$ cat src/rtl/sar_pwm_controller.sv
// sar_pwm_controller: successive-approximation sequencer that drives a PWM DAC with the
// current trial code and resolves one bit per settle window from the external comparator.
module sar_pwm_controller #(
  parameter int N_BITS = 8,
  parameter int SETTLE_PERIODS = 4
) (
  input  logic              i_clk,
  input  logic              i_rst,
  input  logic              i_stb,
  input  logic              i_start,
  input  logic              i_cmp,
  output logic              o_pwm,
  output logic              o_busy,
  output logic              o_done,
  output logic [N_BITS-1:0] o_data
);
  localparam int BW = $clog2(N_BITS);
  localparam logic [1:0] IDLE = 2'd0, SETTLE = 2'd1, DECIDE = 2'd2;
  logic [1:0] state_q, state_d;
  logic [N_BITS-1:0] cnt_q, trial_q, trial_d, data_q, data_d, mask, result;
  logic [BW-1:0] idx_q, idx_d;
  logic [7:0] settle_q, settle_d;
  logic cmp_m_q, cmp_s_q, busy_q, busy_d, done_q, done_d, pwm_q, wrap;
  assign wrap = i_stb && (&cnt_q);
  assign mask = N_BITS'(1) << idx_q;
  assign result = (trial_q & ~mask) | (cmp_s_q ? mask : '0);
  always_comb begin
    state_d = state_q;
    trial_d = trial_q;
    idx_d = idx_q;
    settle_d = settle_q;
    busy_d = busy_q;
    done_d = 1'b0;
    data_d = data_q;
    case (state_q)
      IDLE: if (i_start) begin
        trial_d = N_BITS'(1) << (N_BITS - 1);
        idx_d = BW'(N_BITS - 1);
        settle_d = '0;
        busy_d = 1'b1;
        state_d = SETTLE;
      end
      // A partial first period still counts, so only wraps are tallied here.
      SETTLE: if (wrap) begin
        settle_d = settle_q + 8'd1;
        state_d = (settle_d == 8'(SETTLE_PERIODS)) ? DECIDE : SETTLE;
      end
      DECIDE: if (idx_q != '0) begin
        trial_d = result | (mask >> 1);
        idx_d = idx_q - BW'(1);
        settle_d = '0;
        state_d = SETTLE;
      end else begin
        data_d = result;
        done_d = 1'b1;
        busy_d = 1'b0;
        trial_d = '0;
        state_d = IDLE;
      end
      default: state_d = IDLE;
    endcase
  end
  always_ff @(posedge i_clk or posedge i_rst) begin
    if (i_rst) begin
      state_q <= IDLE;
      cnt_q <= '0;
      trial_q <= '0;
      data_q <= '0;
      idx_q <= '0;
      settle_q <= '0;
      cmp_m_q <= 1'b0;
      cmp_s_q <= 1'b0;
      busy_q <= 1'b0;
      done_q <= 1'b0;
      pwm_q <= 1'b0;
    end else begin
      state_q <= state_d;
      cnt_q <= cnt_q + N_BITS'(i_stb);
      trial_q <= trial_d;
      data_q <= data_d;
      idx_q <= idx_d;
      settle_q <= settle_d;
      cmp_m_q <= i_cmp;
      cmp_s_q <= cmp_m_q;
      busy_q <= busy_d;
      done_q <= done_d;
      pwm_q <= busy_q && (cnt_q < trial_q);
    end
  end
  assign o_pwm = pwm_q;
  assign o_busy = busy_q;
  assign o_done = done_q;
  assign o_data = data_q;
endmodule

$ cat config.mk
export PLATFORM = sky130hd
export DESIGN_NAME = sar_pwm_controller
export DESIGN_NICKNAME = d
export VERILOG_FILES = /design/src/rtl/sar_pwm_controller.sv
export SDC_FILE = /design/constraint.sdc
export NUM_CORES = 1
export LEC_CHECK = 0
export BUFFER_PORTS_ARGS = -buffer_cell sky130_fd_sc_hd__clkbuf_2
export CORE_MARGIN = 2
export CORE_UTILIZATION = 35
export CTS_CLUSTER_DIAMETER = 150
export DETAILED_ROUTE_END_ITERATION = 8
export PLACE_DENSITY_LB_ADDON = 0.1
export SYNTH_ARGS = -nofsm -noshare
export SYNTH_HDL_FRONTEND = slang
export SYNTH_SLANG_ARGS = --single-unit
$ cat constraint.sdc
create_clock -name i_clk -period 2.2 [get_ports i_clk]
set_clock_uncertainty 0.05 [all_clocks]
set_input_delay 0.22 -clock i_clk [delete_from_list [all_inputs] [get_ports i_clk]]
set_output_delay 0.22 -clock i_clk [all_outputs]
set_load 0.03 [all_outputs]
==> reports/qor.json, run 1 <==
{
  "port_buffers": {"value": 15},
  "dominantRegCellSynth": {"value": "dfrtp_1"},
  "cell_type_with_the_highest_aggregate_area_in_the_netlist": {"value": "dfrtp_1"},
  "starting_density_of_the_core": {"value": 35.9, "unit": "%"},
  "hold_crit_endpoint": {"value": "cnt_q[0]"},
  "fraction_of_synthesized_cell_area_taken_by_the_top_area_cell_type": {"value": 46.4, "unit": "%"},
  "hold_path_cell_cnt": {"value": 2},
  "die_w": {"value": 84.4, "unit": "um"},
  "place_inst": {"value": 331},
  "cp.required": {"value": 2.33, "unit": "ns"},
  "regToRegSetupSlack": {"value": 0.22, "unit": "ns"},
  "hold_slack": {"value": 0.115, "unit": "ns"},
  "placer_congestion": {"value": 0.776},
  "vias_per_cell": {"value": 5.06},
  "dr.first_iter.drc_count": {"value": 82},
  "worstReg2RegStart": {"value": "idx_q[0]"},
  "timing.final.max_slew_violations": {"value": 0},
  "clockPowerShare": {"value": 36.5, "unit": "%"},
  "fin_nets": {"value": 285},
  "grt-ovfl-total": {"value": 0},
  "synth.distinct_cells": {"value": 37},
  "timing.max_slew.rel_slack": {"value": 52.9, "unit": "%"},
  "chipHeight": {"value": 84.4, "unit": "um"},
  "global_route_wire_length_before_repair": {"value": 8470, "unit": "um"},
  "root_buffer": {"value": "clkbuf_8"},
  "synthesis_warnings": {"value": 0},
  "power_density": {"value": 668, "unit": "nW/um^2"},
  "start_kind": {"value": "register"},
  "final-hold-violation-count": {"value": 0},
  "ir_worst_vdd": {"value": 0.307, "unit": "mV"},
  "instances_no_fill": {"value": 341},
  "holdCritStartpoint": {"value": "i_stb"},
  "grt_antenna_before_repair": {"value": 0},
  "ff2ff_path_depth": {"value": 8},
  "drive_gt1_share": {"value": 11.4, "unit": "%"},
  "synth.avg_cell_area": {"value": 9.35, "unit": "um^2"},
  "critPathTopFamily": {"value": "compound AO/OA/AOI/OAI gates"},
  "grt_util_all_layers": {"value": 15.1, "unit": "%"},
  "critPathKind": {"value": "reg -> reg"},
  "std_cell_rows": {"value": 29},
  "clock_sink_count": {"value": 42},
  "critPathMaxStageDelay": {"value": 0.41, "unit": "ns"},
  "cts.reportedPaths.clkPinSlew": {"value": 0.08, "unit": "ns"},
  "postPlaceCellArea": {"value": 2420, "unit": "um^2"},
  "core_region_area": {"value": 6310, "unit": "um^2"},
  "final_core_util": {"value": 40.4, "unit": "%"},
  "drt_pre_antenna_iters": {"value": 4},
  "wire_per_inst": {"value": 14.6, "unit": "um"},
  "cell_internal_pwr": {"value": 1.26, "unit": "mW"},
  "ctsHtreeMaxLevel": {"value": 2},
  "worst_skew_pair.late_latency": {"value": 0.30, "unit": "ns"},
  "grt_start_max_net_pins": {"value": 43},
  "max_clock_freq": {"value": 504, "unit": "MHz"},
  "cp.buffers_inverters": {"value": 1},
  "layout_worst_path_cycle_share": {"value": 90.1, "unit": "%"},
  "tritoncts": {"value": "yes"},
  "vias_in_the_first_global_route": {"value": 1595},
  "cp.arrival": {"value": 2.11, "unit": "ns"},
  "synth-seq-cells": {"value": 42},
  "num_antenna_cells": {"value": 0},
  "place_worst_setup_slack": {"value": 0.218, "unit": "ns"},
  "most_instantiated_library_cell_after_synthesis": {"value": "dfrtp_1"},
  "worst-slew-pin-transition": {"value": 0.702, "unit": "ns"},
  "power_switching_share": {"value": 26.0, "unit": "%"},
  "design_power_total": {"value": 1.70, "unit": "mW"},
  "synth_sequential_area_ratio": {"value": 46.4, "unit": "%"},
  "postLayoutCellArea": {"value": 2550, "unit": "um^2"},
  "finalSetupViolCount": {"value": 0},
  "ios": {"value": 16},
  "hpwl": {"value": 3500, "unit": "um"},
  "worst_hold_path_type": {"value": "in -> reg"},
  "grt_setup_unrepaired": {"value": "no"},
  "setup_tns": {"value": 0, "unit": "ns"},
  "syn-instance-count": {"value": 242},
  "crit_path_frequent_cell": {"value": "ha_1"},
  "antenna_violating_nets_post_route": {"value": 0},
  "path_cells": {"value": "inv_1 -> ha_1 -> ha_1 -> nand2b_1 -> a21oi_4 -> nor2_4 -> o21ai_1 -> o31ai_1"},
  "design.die.area": {"value": 7130, "unit": "um^2"},
  "cts-root-to-sink-buffers": {"value": 2},
  "power.share.sequential": {"value": 54.0, "unit": "%"},
  "r2r-end": {"value": "settle_q[5]"},
  "post_synth_main_area_contributors": {"value": "dfrtp_1, ha_1, o21ai_1"},
  "switchingPower": {"value": 0.443, "unit": "mW"},
  "power.static_leakage": {"value": 1.28, "unit": "nW"},
  "power_frac_comb": {"value": 9.5, "unit": "%"},
  "path_max_fanout": {"value": 9},
  "cts-buffers-inserted": {"value": 5},
  "synth.net_count": {"value": 264},
  "endpoint_kind": {"value": "register"},
  "postSynth.asyncResetShare": {"value": 100, "unit": "%"},
  "crit_path_top_delay_cell": {"value": "dfrtp_1"},
  "synth_enable_flop_cells": {"value": 0},
  "cap_viol_max_count": {"value": 0},
  "drt-total-wl": {"value": 4970, "unit": "um"},
  "status": {"value": "finished, final reports clean"},
  "area.growth.synth_to_final": {"value": 12.7, "unit": "%"},
  "setup_ws": {"value": 0.217, "unit": "ns"},
  "drcViolationCount": {"value": 0},
  "mappedNetlistArea": {"value": 2260, "unit": "um^2"},
  "synthTopCellsByCount": {"value": "dfrtp_1, nand2_1, nor2_1"},
  "clock_period_minus_final_worst_setup_slack": {"value": 1.98, "unit": "ns"},
  "dr_total_vias": {"value": 1726}
}
## cell type report
| cell class | count | area, um^2 |
|---|---|---|
| clock buffers | 7 | 76.3 |
| clock inverters | 1 | 30.0 |
| fillers | 659 | 3760 |
| inverters | 15 | 56.3 |
| multi-input cells | 180 | 1130 |
| flip-flops and latches | 42 | 1050 |
| well taps | 77 | 96.3 |
| repair buffers | 19 | 110 |
## cells by family after synthesis
logic type,Yosys count,share of synthesized area (%)
AO/OA/AOI/OAI,63,16.2
multiplexers,2,0.885
AND/OR/NAND/NOR,89,20.0
buffers and inverters,20,3.59
XOR/XNOR,9,3.48
adder cells (fa/ha/maj),17,9.40
flip-flops,42,46.4
## per-layer routing
metal | vias to the layer above | GRT usage, % | wire [um]
met1 | 812 | 22.5 | 2600
met5 | - | 0 | 0
met2 | 22 | 21.8 | 2160
met4 | 0 | 5.63 | 63
li1 | 886 | - | -
met3 | 6 | 3.15 | 147
## worst max-delay path by stage
stage	start	endpoint	depth (start not counted)
floorplan	idx_q[0]	settle_q[3]	8
global placement	idx_q[0]	settle_q[3]	8
detailed placement	idx_q[0]	settle_q[5]	8
CTS	idx_q[0]	settle_q[3]	8
global route	idx_q[0]	settle_q[3]	8
finish	idx_q[0]	settle_q[5]	8
## state kept, by name (all words and copies together) (netlist names)
signal	cells
o_pwm	1
settle_q	8
idx_q	3
state_q	2
o_busy	1
o_done	1
o_data	8
trial_q	8
cnt_q	8
cmp_m_q	1
cmp_s_q	1
## worst reg2reg max path, cell delays in order (launching register included)
cell	delay, ns
dfrtp_1	0.41
inv_1	0.09
ha_1	0.25
ha_1	0.25
nand2b_1	0.21
a21oi_4	0.29
nor2_4	0.09
o21ai_1	0.14
o31ai_1	0.08
## layout by cell type, fill, tap and decap left out, types with 2 or more instances in the layout
cell type	Yosys	layout
nand2b_1	4	4
xnor2_1	6	6
and2b_1	2	2
o31ai_1	4	4
nor2_1	22	22
o21ai_0	5	5
clkbuf_1	0	2
buf_4	0	2
and4_4	2	2
clkbuf_8	0	5
inv_1	15	14
xor2_1	3	3
o21ai_1	21	21
nand2_1	26	26
and2_1	3	3
a21o_1	2	2
nand3_1	8	8
a21oi_1	17	17
clkbuf_2	0	15
dlygate4sd3_1	0	2
nor2b_1	6	6
dfrtp_1	42	42
o22ai_1	4	4
ha_1	17	17
and3_1	4	4
mux2i_1	2	2
a31oi_1	5	5
nand4_1	4	4
## power groups by stage
stage          combinational (mW)  sequential (mW)  clock [mW]
2_1_floorplan               0.135            0.909           0
3_3_place_gp                0.160            0.938           0
3_5_place_dp                0.166            0.940           0
4_1_cts                     0.167            0.924       0.646
5_1_grt                     0.195            0.936       0.676
6_report                    0.162            0.920       0.621
## timing repair
item / 4_1_cts / 5_1_grt
endpoints found under the hold margin: 25 / 0
buffers inserted: 0 / 0
gates resized for setup: 0 / 0
hold buffers: 2 / 0
(Power assumes the default switching activity.)
==> inputs of run 2 (changes only) <==
--- a/config.mk
+++ b/config.mk
@@ -5,6 +5,7 @@
 export SDC_FILE = /design/constraint.sdc
 export NUM_CORES = 1
 export LEC_CHECK = 0
+export ABC_AREA = 1
 export BUFFER_PORTS_ARGS = -buffer_cell sky130_fd_sc_hd__clkbuf_2
 export CORE_MARGIN = 2
 export CORE_UTILIZATION = 35
==> reports/qor.json, run 2 <==
{
  "global_route_wire_length_before_repair": {"value": 8040, "unit": "um"},
  "synth-seq-cells": {"value": 42},
  "starting_density_of_the_core": {"value": 35.7, "unit": "%"},
  "fraction_of_synthesized_cell_area_taken_by_the_top_area_cell_type": {"value": 46.9, "unit": "%"},
  "power.share.sequential": {"value": 45.8, "unit": "%"},
  "num_antenna_cells": {"value": 0},
  "drive_gt1_share": {"value": 18.2, "unit": "%"},
  "finalSetupViolCount": {"value": 0},
  "worst-slew-pin-transition": {"value": 0.540, "unit": "ns"},
  "port_buffers": {"value": 15},
  "design.die.area": {"value": 7060, "unit": "um^2"},
  "wire_per_inst": {"value": 12.6, "unit": "um"},
  "setup_ws": {"value": 0.321, "unit": "ns"},
  "ios": {"value": 16},
  "switchingPower": {"value": 0.600, "unit": "mW"},
  "ctsHtreeMaxLevel": {"value": 2},
  "timing.max_slew.rel_slack": {"value": 64.0, "unit": "%"},
  "vias_per_cell": {"value": 4.61},
  "ir_worst_vdd": {"value": 0.289, "unit": "mV"},
  "grt_util_all_layers": {"value": 14.6, "unit": "%"},
  "layout.cells.most_common": {"value": "nand2_1"},
  "clockPowerShare": {"value": 35.7, "unit": "%"},
  "path_cells": {"value": "inv_1 -> ha_1 -> ha_1 -> inv_1 -> nor2_8 -> inv_2 -> nand2_4 -> a22o_1"},
  "synthesis_warnings": {"value": 0},
  "crit_path_top_delay_cell": {"value": "dfrtp_1"},
  "synthTopCellsByCount": {"value": "nand2_1, dfrtp_1, inv_1"},
  "instances_no_fill": {"value": 357},
  "drcViolationCount": {"value": 0},
  "start_kind": {"value": "register"},
  "critPathMaxStageDelay": {"value": 0.38, "unit": "ns"},
  "cp.buffers_inverters": {"value": 3},
  "critPathKind": {"value": "reg -> reg"},
  "dr.first_iter.drc_count": {"value": 88},
  "synth_sequential_area_ratio": {"value": 46.9, "unit": "%"},
  "filler_cell_count": {"value": 637},
  "area.growth.synth_to_final": {"value": 14.6, "unit": "%"},
  "cap_viol_max_count": {"value": 0},
  "cp.required": {"value": 2.35, "unit": "ns"},
  "antenna_violating_nets_post_route": {"value": 0},
  "grt_setup_unrepaired": {"value": "no"},
  "path_max_fanout": {"value": 12},
  "layout_common_cells": {"value": "nand2_1, dfrtp_1, inv_1, ha_1"},
  "cts-root-to-sink-buffers": {"value": 2},
  "cell_internal_pwr": {"value": 1.49, "unit": "mW"},
  "postSynth.asyncResetShare": {"value": 100, "unit": "%"},
  "power_switching_share": {"value": 28.7, "unit": "%"},
  "dominantRegCellSynth": {"value": "dfrtp_1"},
  "drt-total-wl": {"value": 4510, "unit": "um"},
  "synth.avg_cell_area": {"value": 8.79, "unit": "um^2"},
  "tritoncts": {"value": "yes"},
  "final-hold-violation-count": {"value": 0},
  "worstReg2RegStart": {"value": "idx_q[0]"},
  "place_worst_setup_slack": {"value": 0.318, "unit": "ns"},
  "chipHeight": {"value": 84.0, "unit": "um"},
  "syn-instance-count": {"value": 255},
  "crit_path_start": {"value": "idx_q[0]"},
  "worst_hold_path_type": {"value": "in -> reg"},
  "setup_tns": {"value": 0, "unit": "ns"},
  "cell_type_with_the_highest_aggregate_area_in_the_netlist": {"value": "dfrtp_1"},
  "vias_in_the_first_global_route": {"value": 1660},
  "postLayoutCellArea": {"value": 2570, "unit": "um^2"},
  "core_region_area": {"value": 6280, "unit": "um^2"},
  "cts-buffers-inserted": {"value": 5},
  "endpoint_kind": {"value": "register"},
  "critPathTopFamily": {"value": "adder cells"},
  "power.static_leakage": {"value": 1.31, "unit": "nW"},
  "layout_worst_path_cycle_share": {"value": 85.4, "unit": "%"},
  "cts.reportedPaths.clkPinSlew": {"value": 0.09, "unit": "ns"},
  "mappedNetlistArea": {"value": 2240, "unit": "um^2"},
  "synth.distinct_cells": {"value": 31},
  "final_core_util": {"value": 40.9, "unit": "%"},
  "grt-ovfl-total": {"value": 0},
  "clock_sink_count": {"value": 42},
  "synth_enable_flop_cells": {"value": 0},
  "post_synth_main_area_contributors": {"value": "dfrtp_1, nand2_1, ha_1"},
  "grt_start_max_net_pins": {"value": 43},
  "status": {"value": "finished, final reports clean"},
  "ctsResizeCount": {"value": 0},
  "drt_pre_antenna_iters": {"value": 4},
  "std_cell_rows": {"value": 29},
  "place_inst": {"value": 347},
  "power_density": {"value": 813, "unit": "nW/um^2"},
  "max_clock_freq": {"value": 532, "unit": "MHz"},
  "worst_skew_pair.late_latency": {"value": 0.30, "unit": "ns"},
  "root_buffer": {"value": "clkbuf_8"},
  "die_w": {"value": 84.0, "unit": "um"},
  "postPlaceCellArea": {"value": 2410, "unit": "um^2"},
  "timing.final.max_slew_violations": {"value": 0},
  "cp.arrival": {"value": 2.03, "unit": "ns"},
  "power_frac_comb": {"value": 18.4, "unit": "%"},
  "grt_antenna_before_repair": {"value": 0},
  "dr_total_vias": {"value": 1645},
  "hpwl": {"value": 3390, "unit": "um"},
  "synth.net_count": {"value": 277},
  "fin_nets": {"value": 301},
  "clock_period_minus_final_worst_setup_slack": {"value": 1.88, "unit": "ns"},
  "placer_congestion": {"value": 0.770},
  "holdCritStartpoint": {"value": "i_stb"},
  "most_instantiated_library_cell_after_synthesis": {"value": "nand2_1"}
}
==> run 2: cell types whose count changed in the layout (fill, tap and decap cells not counted), sizes merged, moves of 5 or more <==
cell,delta
inv,+21
a21oi,-5
o21ai,-11
nor2b,-6
nand2,+43
==> run 2: kinds of logic after synthesis <==
kind of cell    share of synthesized area (%)
fa+ha+maj                                9.49
xor+xnor                                 2.35
compound gates                           11.7
simple gates                             22.6
buf+inv                                  6.59
flops                                    46.9
mux                                     0.447
==> run 2: final timing paths <==
check                      slack (ns)  cells past startpoint          end
max                              0.32                      8  settle_q[3]
min                              0.11                      2     cnt_q[0]
max reg2reg                      0.32                      8  settle_q[3]
min reg2reg                      0.30                      0      cmp_s_q
max in group asynchronous        1.20                      4   trial_q[5]
min in group asynchronous        0.52                      4     cnt_q[2]
==> run 2: final cells by class <==
class | count | area, um^2 | share of cell area, %
Tap cell | 77 | 96.3 | 3.75
Inverter | 35 | 131 | 5.11
Clock inverter | 3 | 68.8 | 2.68
Sequential cell | 42 | 1050 | 40.9
Timing Repair Buffer | 19 | 110 | 4.29
Clock buffer | 5 | 68.8 | 2.68
Multi-Input combinational cell | 176 | 1040 | 40.6
==> run 2: routing by layer <==
| metal | up-vias | routed length [um] | GRT usage, % |
|---|---|---|---|
| met5 | - | 0 | 0 |
| met2 | 16 | 2060 | 22.8 |
| met4 | 0 | 104 | 5.72 |
| met1 | 748 | 2220 | 19.5 |
| met3 | 7 | 120 | 3.56 |
| li1 | 874 | - | - |
==> run 2: what timing repair did <==
action,CTS,global route
hold buffers,2,0
endpoints found under the setup margin,0,0
buffers inserted,0,0
hold endpoints to repair,34,0
==> run 2: through the flow <==
step	hold WS [ns]	power (mW)
after floorplan	0.201	1.26
after global placement	0.279	1.36
after detailed placement	0.280	1.37
after CTS	0.114	2.12
after global routing	0.129	2.24
final	0.115	2.09
==> run 2: power groups by stage <==
stage | logic, mW | registers, mW | clock network, mW
2_1_floorplan | 0.292 | 0.964 | 0
4_1_cts | 0.395 | 0.959 | 0.765
3_3_place_gp | 0.385 | 0.971 | 0
6_report | 0.385 | 0.957 | 0.746
3_5_place_dp | 0.391 | 0.975 | 0
5_1_grt | 0.466 | 0.977 | 0.801
